==> src/rtl/snax_simbacore_pkg.sv <==
// Shared types and CSR address-map helpers for the SimbaCore CSR manager.
package snax_simbacore_pkg;

  typedef enum logic [1:0] {
    IDLE  = 2'd0,
    ISSUE = 2'd1,
    RUN   = 2'd2
  } state_e;

  // Offsets of each region relative to the RW/RO word counts.
  localparam int unsigned StartOffsetFromRw   = 1;
  localparam int unsigned RoBaseOffsetFromRw  = 0;
  localparam int unsigned CounterOffsetFromRo = 0;

  function automatic int unsigned start_addr(input int unsigned rw_count);
    return rw_count - StartOffsetFromRw;
  endfunction

  function automatic int unsigned ro_base_addr(input int unsigned rw_count);
    return rw_count + RoBaseOffsetFromRw;
  endfunction

  function automatic int unsigned counter_addr(input int unsigned rw_count,
                                               input int unsigned ro_count);
    return rw_count + ro_count + CounterOffsetFromRo;
  endfunction

endpackage

==> src/rtl/snax_simbacore_csr_manager.sv <==
// CSR front-end for SimbaCore: config register file, launch FSM and read responses.
// Define SNAX_SIMBACORE_CYCLE_COUNTER_EN to add a readable RUN-cycle counter.
module snax_simbacore_csr_manager
  import snax_simbacore_pkg::*;
#(
  parameter int unsigned RegRWCount   = 6,
  parameter int unsigned RegROCount   = 2,
  parameter int unsigned RegDataWidth = 32,
  parameter int unsigned RegAddrWidth = 32
) (
  input  logic                                     clk_i,
  input  logic                                     rst_i,
  input  logic [RegAddrWidth-1:0]                  csr_req_addr_i,
  input  logic [RegDataWidth-1:0]                  csr_req_data_i,
  input  logic                                     csr_req_wen_i,
  input  logic                                     csr_req_valid_i,
  output logic                                     csr_req_ready_o,
  output logic [RegDataWidth-1:0]                  csr_rsp_data_o,
  output logic                                     csr_rsp_valid_o,
  input  logic                                     csr_rsp_ready_i,
  output logic [RegRWCount-2:0][RegDataWidth-1:0]  csr_reg_set_o,
  output logic                                     csr_reg_set_valid_o,
  input  logic                                     csr_reg_set_ready_i,
  input  logic [RegROCount-1:0][RegDataWidth-1:0]  csr_reg_ro_set_i
);

  localparam int unsigned NumCfg = RegRWCount - 1;
  localparam logic [RegAddrWidth-1:0] StartAddr = RegAddrWidth'(start_addr(RegRWCount));

  state_e                               state_q, state_d;
  logic [NumCfg-1:0][RegDataWidth-1:0]  cfg_q, cfg_d;
  logic                                 set_valid_q, set_valid_d;
  logic                                 rsp_valid_q, rsp_valid_d;
  logic [RegDataWidth-1:0]              rsp_data_q, rsp_data_d;
  logic                                 run_first_q, run_first_d;
`ifdef SNAX_SIMBACORE_CYCLE_COUNTER_EN
  localparam logic [RegAddrWidth-1:0] CntAddr =
    RegAddrWidth'(counter_addr(RegRWCount, RegROCount));
  logic [RegDataWidth-1:0]              cnt_q, cnt_d;
`endif

  logic                    wr_hs, rd_hs, busy;
  logic [RegDataWidth-1:0] rd_data;

  assign csr_req_ready_o     = !rsp_valid_q || csr_rsp_ready_i;
  assign wr_hs               = csr_req_valid_i && csr_req_ready_o && csr_req_wen_i;
  assign rd_hs               = csr_req_valid_i && csr_req_ready_o && !csr_req_wen_i;
  assign busy                = csr_reg_ro_set_i[0][0];
  assign csr_rsp_valid_o     = rsp_valid_q;
  assign csr_rsp_data_o      = rsp_data_q;
  assign csr_reg_set_o       = cfg_q;
  assign csr_reg_set_valid_o = set_valid_q;

  always_comb begin
    rd_data = '0;
    for (int unsigned i = 0; i < NumCfg; i++) begin
      if (csr_req_addr_i == RegAddrWidth'(i)) rd_data = cfg_q[i];
    end
    if (csr_req_addr_i == StartAddr) rd_data = RegDataWidth'(state_q != IDLE);
    for (int unsigned i = 0; i < RegROCount; i++) begin
      if (csr_req_addr_i == RegAddrWidth'(ro_base_addr(RegRWCount) + i)) begin
        rd_data = csr_reg_ro_set_i[i];
      end
    end
`ifdef SNAX_SIMBACORE_CYCLE_COUNTER_EN
    if (csr_req_addr_i == CntAddr) rd_data = cnt_q;
`endif
  end

  always_comb begin
    state_d     = state_q;
    cfg_d       = cfg_q;
    rsp_valid_d = rsp_valid_q;
    rsp_data_d  = rsp_data_q;
    run_first_d = run_first_q;
`ifdef SNAX_SIMBACORE_CYCLE_COUNTER_EN
    cnt_d       = cnt_q;
`endif

    if (rsp_valid_q && csr_rsp_ready_i) rsp_valid_d = 1'b0;
    if (rd_hs) begin
      rsp_valid_d = 1'b1;
      rsp_data_d  = rd_data;
    end

    // Config and start writes only land in IDLE; elsewhere they are handshaken and dropped.
    unique case (state_q)
      IDLE: begin
        if (wr_hs) begin
          for (int unsigned i = 0; i < NumCfg; i++) begin
            if (csr_req_addr_i == RegAddrWidth'(i)) cfg_d[i] = csr_req_data_i;
          end
          if (csr_req_addr_i == StartAddr && csr_req_data_i[0]) begin
            state_d = ISSUE;
`ifdef SNAX_SIMBACORE_CYCLE_COUNTER_EN
            cnt_d   = '0;
`endif
          end
        end
      end
      ISSUE: begin
        if (csr_reg_set_ready_i) begin
          state_d     = RUN;
          run_first_d = 1'b1;
        end
      end
      RUN: begin
        run_first_d = 1'b0;
`ifdef SNAX_SIMBACORE_CYCLE_COUNTER_EN
        if (cnt_q != '1) cnt_d = cnt_q + 1'b1;
`endif
        // Busy may lag the launch by a cycle, so the first RUN cycle never completes.
        if (!run_first_q && !busy) state_d = IDLE;
      end
      default: state_d = IDLE;
    endcase

    set_valid_d = (state_d == ISSUE);
  end

  always_ff @(posedge clk_i or posedge rst_i) begin
    if (rst_i) begin
      state_q     <= IDLE;
      cfg_q       <= '0;
      set_valid_q <= 1'b0;
      rsp_valid_q <= 1'b0;
      rsp_data_q  <= '0;
      run_first_q <= 1'b0;
`ifdef SNAX_SIMBACORE_CYCLE_COUNTER_EN
      cnt_q       <= '0;
`endif
    end else begin
      state_q     <= state_d;
      cfg_q       <= cfg_d;
      set_valid_q <= set_valid_d;
      rsp_valid_q <= rsp_valid_d;
      rsp_data_q  <= rsp_data_d;
      run_first_q <= run_first_d;
`ifdef SNAX_SIMBACORE_CYCLE_COUNTER_EN
      cnt_q       <= cnt_d;
`endif
    end
  end

endmodule

==> config.mk <==
export PLATFORM = sky130hd
export DESIGN_NAME = snax_simbacore_csr_manager
export DESIGN_NICKNAME = d
export VERILOG_FILES = /design/src/rtl/snax_simbacore_pkg.sv /design/src/rtl/snax_simbacore_csr_manager.sv
export SDC_FILE = /design/constraint.sdc
export NUM_CORES = 1
export LEC_CHECK = 0
export CORE_ASPECT_RATIO = 2
export CORE_MARGIN = 2
export CORE_UTILIZATION = 45
export CTS_CLUSTER_SIZE = 25
export DETAILED_ROUTE_END_ITERATION = 10
export DONT_BUFFER_PORTS = 1
export SETUP_SLACK_MARGIN = 0.4
export SLEW_MARGIN = 5
export SYNTH_ARGS = -nofsm -noshare
export SYNTH_HDL_FRONTEND = slang
export SYNTH_SLANG_ARGS = --single-unit
export TNS_END_PERCENT = 100
==> constraint.sdc <==
create_clock -name clk_i -period 7 [get_ports clk_i]
set_input_delay 0.7 -clock clk_i [delete_from_list [all_inputs] [get_ports clk_i]]
set_output_delay 0.7 -clock clk_i [all_outputs]
set_load 0.02 [all_outputs]
After elaboration in Yosys (flattened, before gate mapping):

Index checks and enable logic that the tools add are counted.

* bits in registers: 197
* output and inout port bits: 195
* word-level logic and storage cells: 60

* eq/ne operators: 11
* muxes and demuxes: 17
* reductions and logical operators: 22

Operator list (count)
* two-way mux 32 bit: 8
* equality test 32 x 3 -> 1 bit, second input constant: 4
* equality test 32 x 2 -> 1 bit, second input constant: 2
* equality test 32 x 1 -> 1 bit, second input constant: 1
* zero test 32 bit: 1
* AND reduction 3 bit: 5
* two-way mux 2 bit: 4
* logical AND 1 bit: 6
* case mux 2 bit (3 select lines): 1
* nonzero test 2 bit: 3
* equality test 2 x 1 -> 1 bit, second input constant: 2
* zero test 1 bit: 4
* two-way mux 1 bit: 3
* equality test 2 bit, second input constant: 1
* zero test 2 bit: 1
* inequality test 2 bit, second input constant: 1
* case mux 1 bit (2 select lines): 1
* AND reduction 2 bit: 1
* logical OR 1 bit: 1

Depth between registers and ports, before layout:

* depth after elaboration: 9
* mapped depth: 8
* gate-level depth less buffers: 5

Least setup slack after synthesis:

Ideal clock, no wire load.

* path type: input-to-reg
* start: in csr_req_addr_i[5]
* end: reg cfg_q (netlist bit csr_reg_set_o[128])
* setup time: 0.125 ns
* arrival: 2.350 ns
* required time: 6.875 ns
* setup slack: 4.525 ns
* stages on the path: 6
* path buffers: 1
* cells stage by stage: nor4_2 nand4_2 or2_2 nor3_2 buf_4 mux2_2

* word-level cells in the longest chain between the ends: 2

RTL lines
* start: declaration: line snax_simbacore_csr_manager.sv:13 `input logic [RegAddrWidth-1:0] csr_req_addr_i,`
* equality test 32 x 3 -> 1 bit: line snax_simbacore_csr_manager.sv:91 `if (csr_req_addr_i == RegAddrWidth'(i)) cfg_d[i] = csr_req_data_i;`
* AND reduction 3 bit (no source line)
* end signal: assignment: line snax_simbacore_csr_manager.sv:134 `cfg_q <= cfg_d;`
* end: declaration: line snax_simbacore_csr_manager.sv:31 `logic [NumCfg-1:0][RegDataWidth-1:0] cfg_q, cfg_d;`

No other way between the ends.
A chain may end at the register's enable or synchronous reset.

Worst setup path in the final report:

* start: in csr_req_addr_i[3]
* end: reg cfg_q (netlist bit csr_reg_set_o[144])

The elaborated chain is that of the path after synthesis.

==> results.txt <==
register area share after synthesis: 53.3%
detailed-router iteration count before antenna repair: 5
Non-Filler Instances: 907
DRC errors left: 0
Critical Path RT: 7.33 ns
Post CTS Setup Buffer Count: 0
remaining antenna violation count: 0
DPL Wire Length: 18100 um
# H-tree levels: 4
sequential cell area: 4930 sq um
fin nets: 763
Max Fclk: 291 MHz
total number of yosys warnings: 0
PortBufs: 0
vias in the first global route: 6399
Multi-input gate area: 4110 sq um
Critical Path Fanout Max: 32
period utilisation layout: 49.1%
Syn Area/Cell: 14.1 sq um
CP Capture Type: flop
Die Wd: 105 um
number of I/O pins: 329
Netlist cell types: 38
Synth Flop Type: dfrtp_1
largest net degree at the start of global routing: 117
startpoint types: input pin
Post-Synthesis Cell Area: 9260 sq um
Num CTS Buffers: 17
GPL Wtd Cong: 0.831
# rows: 74
net count after synthesis: 789
Sink Count: 197
Max-Slew Margin vs Limit: 21.6%
first-pass GRT wire length: 39200 um
Hold Path Class: input pin to asynchronous set/reset pin
clk root buf: clkbuf_16
post-CTS sizing: 0
Die Ht: 207 um
Initial Util: 45.6%
via/cell ratio: 6.47
Layout Skew: 0.00718 ns
Inst Count DP: 876
setup slack after layout: 3.56 ns
Die ar.: 21800 sq um
fraction of layout cells with a size suffix above 1: 43.0%
TritonCTS clock tree: built
Via Count: 5870
# fillers: 1718
Slew Viols, Final: 0
DRT Wirelength: 26600 um
crit path DAT: 3.76 ns
Pleak: 0.00457 uW
Mapped Cells: 655
post-route minimum period: 3.44 ns
# hold bufs at CTS: 0
Setup TNS Final: 0 ns
Overflow after GRT: 0
status: complete, no violations
Hold Fails Final Rpt: 0
final setup fails: 0
ys async rst share: 100%
post-place setup slack: 3.02 ns
Clock Tree Buf Depth: 2
max_cap viols: 0
core area: 20300 sq um
Tot GR Track Use: 24.2%
wire length per cell: 29.4 um
initial antenna violation count: 1
Max IR drop VDD: 156 uV
Post-synth EDFFs: 0
Setup CP Type: input pin to flop
register clock-pin slew on the reported worst setup and hold paths: 0.07 ns
Initial DRC Count: 321
P&R area growth vs syn: 8.37%
pwr dens: 229 nW/um^2
flop and latch count out of synthesis: 197
unrepaired setup endpoints after global routing: false
worst slew pin tran: 1.18 ns
worst-skew pair later-pin latency: 0.44 ns
## final timing paths
path	startpoint	to	slack, ns	cells past startpoint
max	csr_req_addr_i[3]	csr_reg_set_o[144]$_DFFE_PP0P_	3.56	6
min	rst_i	csr_reg_set_o[125]$_DFFE_PP0P_	0.24	1
max reg2reg	csr_rsp_valid_o$_DFFE_PP0P_	csr_reg_set_o[120]$_DFFE_PP0P_	3.67	5
min reg2reg	run_first_q$_DFFE_PP0P_	run_first_q$_DFFE_PP0P_	0.48	2
max in group asynchronous	rst_i	csr_reg_set_o[2]$_DFFE_PP0P_	5.21	2
min in group clk_i	csr_req_data_i[24]	csr_reg_set_o[120]$_DFFE_PP0P_	0.39	1
## state kept, by name, indices dropped and copies added, names as in the netlist
name and flops:
csr_rsp_data_o 32, csr_reg_set_o 160, csr_reg_set_valid_o 1, csr_rsp_valid_o 1
state_q 2, run_first_q 1
## routing by layer
metal | share of wire, % | global-route usage, % | routed length [um]
met4 | 4.0 | 12.3 | 1070
met5 | 0 | 0 | 0
met3 | 8.3 | 8.23 | 2200
met1 | 33 | 24.4 | 8690
met2 | 55 | 43.8 | 14700
## where the power goes
group / switching (uW) / internal, uW / total, uW
clock: 433 / 536 / 968
combinational: 63.8 / 36.9 / 101
sequential: 60.5 / 1170 / 1230
total: 557 / 1740 / 2300
## layout by cell type, fill, tap and decap left out, types with 7 or more instances in the layout
cell,instances
dfrtp_1,197
mux2_2,158
nor2_1,36
mux4_2,32
a22o_1,32
a22oi_1,31
nor3_1,31
a211oi_2,30
clkbuf_16,17
buf_4,8
nand2_1,7
## Yosys cell counts, types with 3 or more instances
library cell  number  area [sq um]
nor4_1             4          25.0
inv_1              4          15.0
a22oi_1           31           233
buf_1              6          22.5
nand2_1            9          33.8
clkbuf_1          25          93.8
dfrtp_1          197          4930
a22o_1            32           280
nor3_1            31           155
buf_2             16          80.1
nor2_1            37           139
nand3_1            5          25.0
mux4_2            32           721
buf_4              3          22.5
a211oi_2          30           375
nand2b_1           3          18.8
mux2_2           158          1780
nor4_2             4          50.1
buf_6              3          33.8
## kinds of logic (layout without fill, tap and decap cells)
logic type                Yosys count  count (layout)  synth area share [%]
buffers and inverters              57              42                  2.89
muxes                             192             192                  27.3
other                               0               1                     0
and+or+nand+nor                   106             106                  6.22
xor gates and xnor gates            1               1                0.0947
AOI/OAI and AO/OA                 102             102                  10.3
DFF                               197             197                  53.3
## per-stage QoR
stage               hold slack [ns]  power (uW)  utilization, %  area (sq um)
finish                        0.235        2300            49.5         10000
global route                  0.283        2370            49.5         10000
CTS                           0.276        2320            49.5         10000
detailed placement            0.470        1350            46.6          9460
global placement              0.457        1350            46.6          9460
floorplan                     0.446        1330               -          9260
## worst max-delay path: stages
cell     delay (ns)
nor4b_4        0.53
and2_2         0.81
inv_1          0.17
nor3_4         0.75
buf_4          0.41
mux2_2         0.37
## cell type report
cell class | instances | share of cell area [%]
repair buffers | 8 | 0.599
diodes | 1 | 0.0250
inverters | 4 | 0.225
clock inverters | 10 | 1.24
well taps | 266 | 3.32
clock buffers | 20 | 4.45
flip-flops and latches | 197 | 49.2
multi-input cells | 401 | 41.0
(Power assumes the default switching activity.)
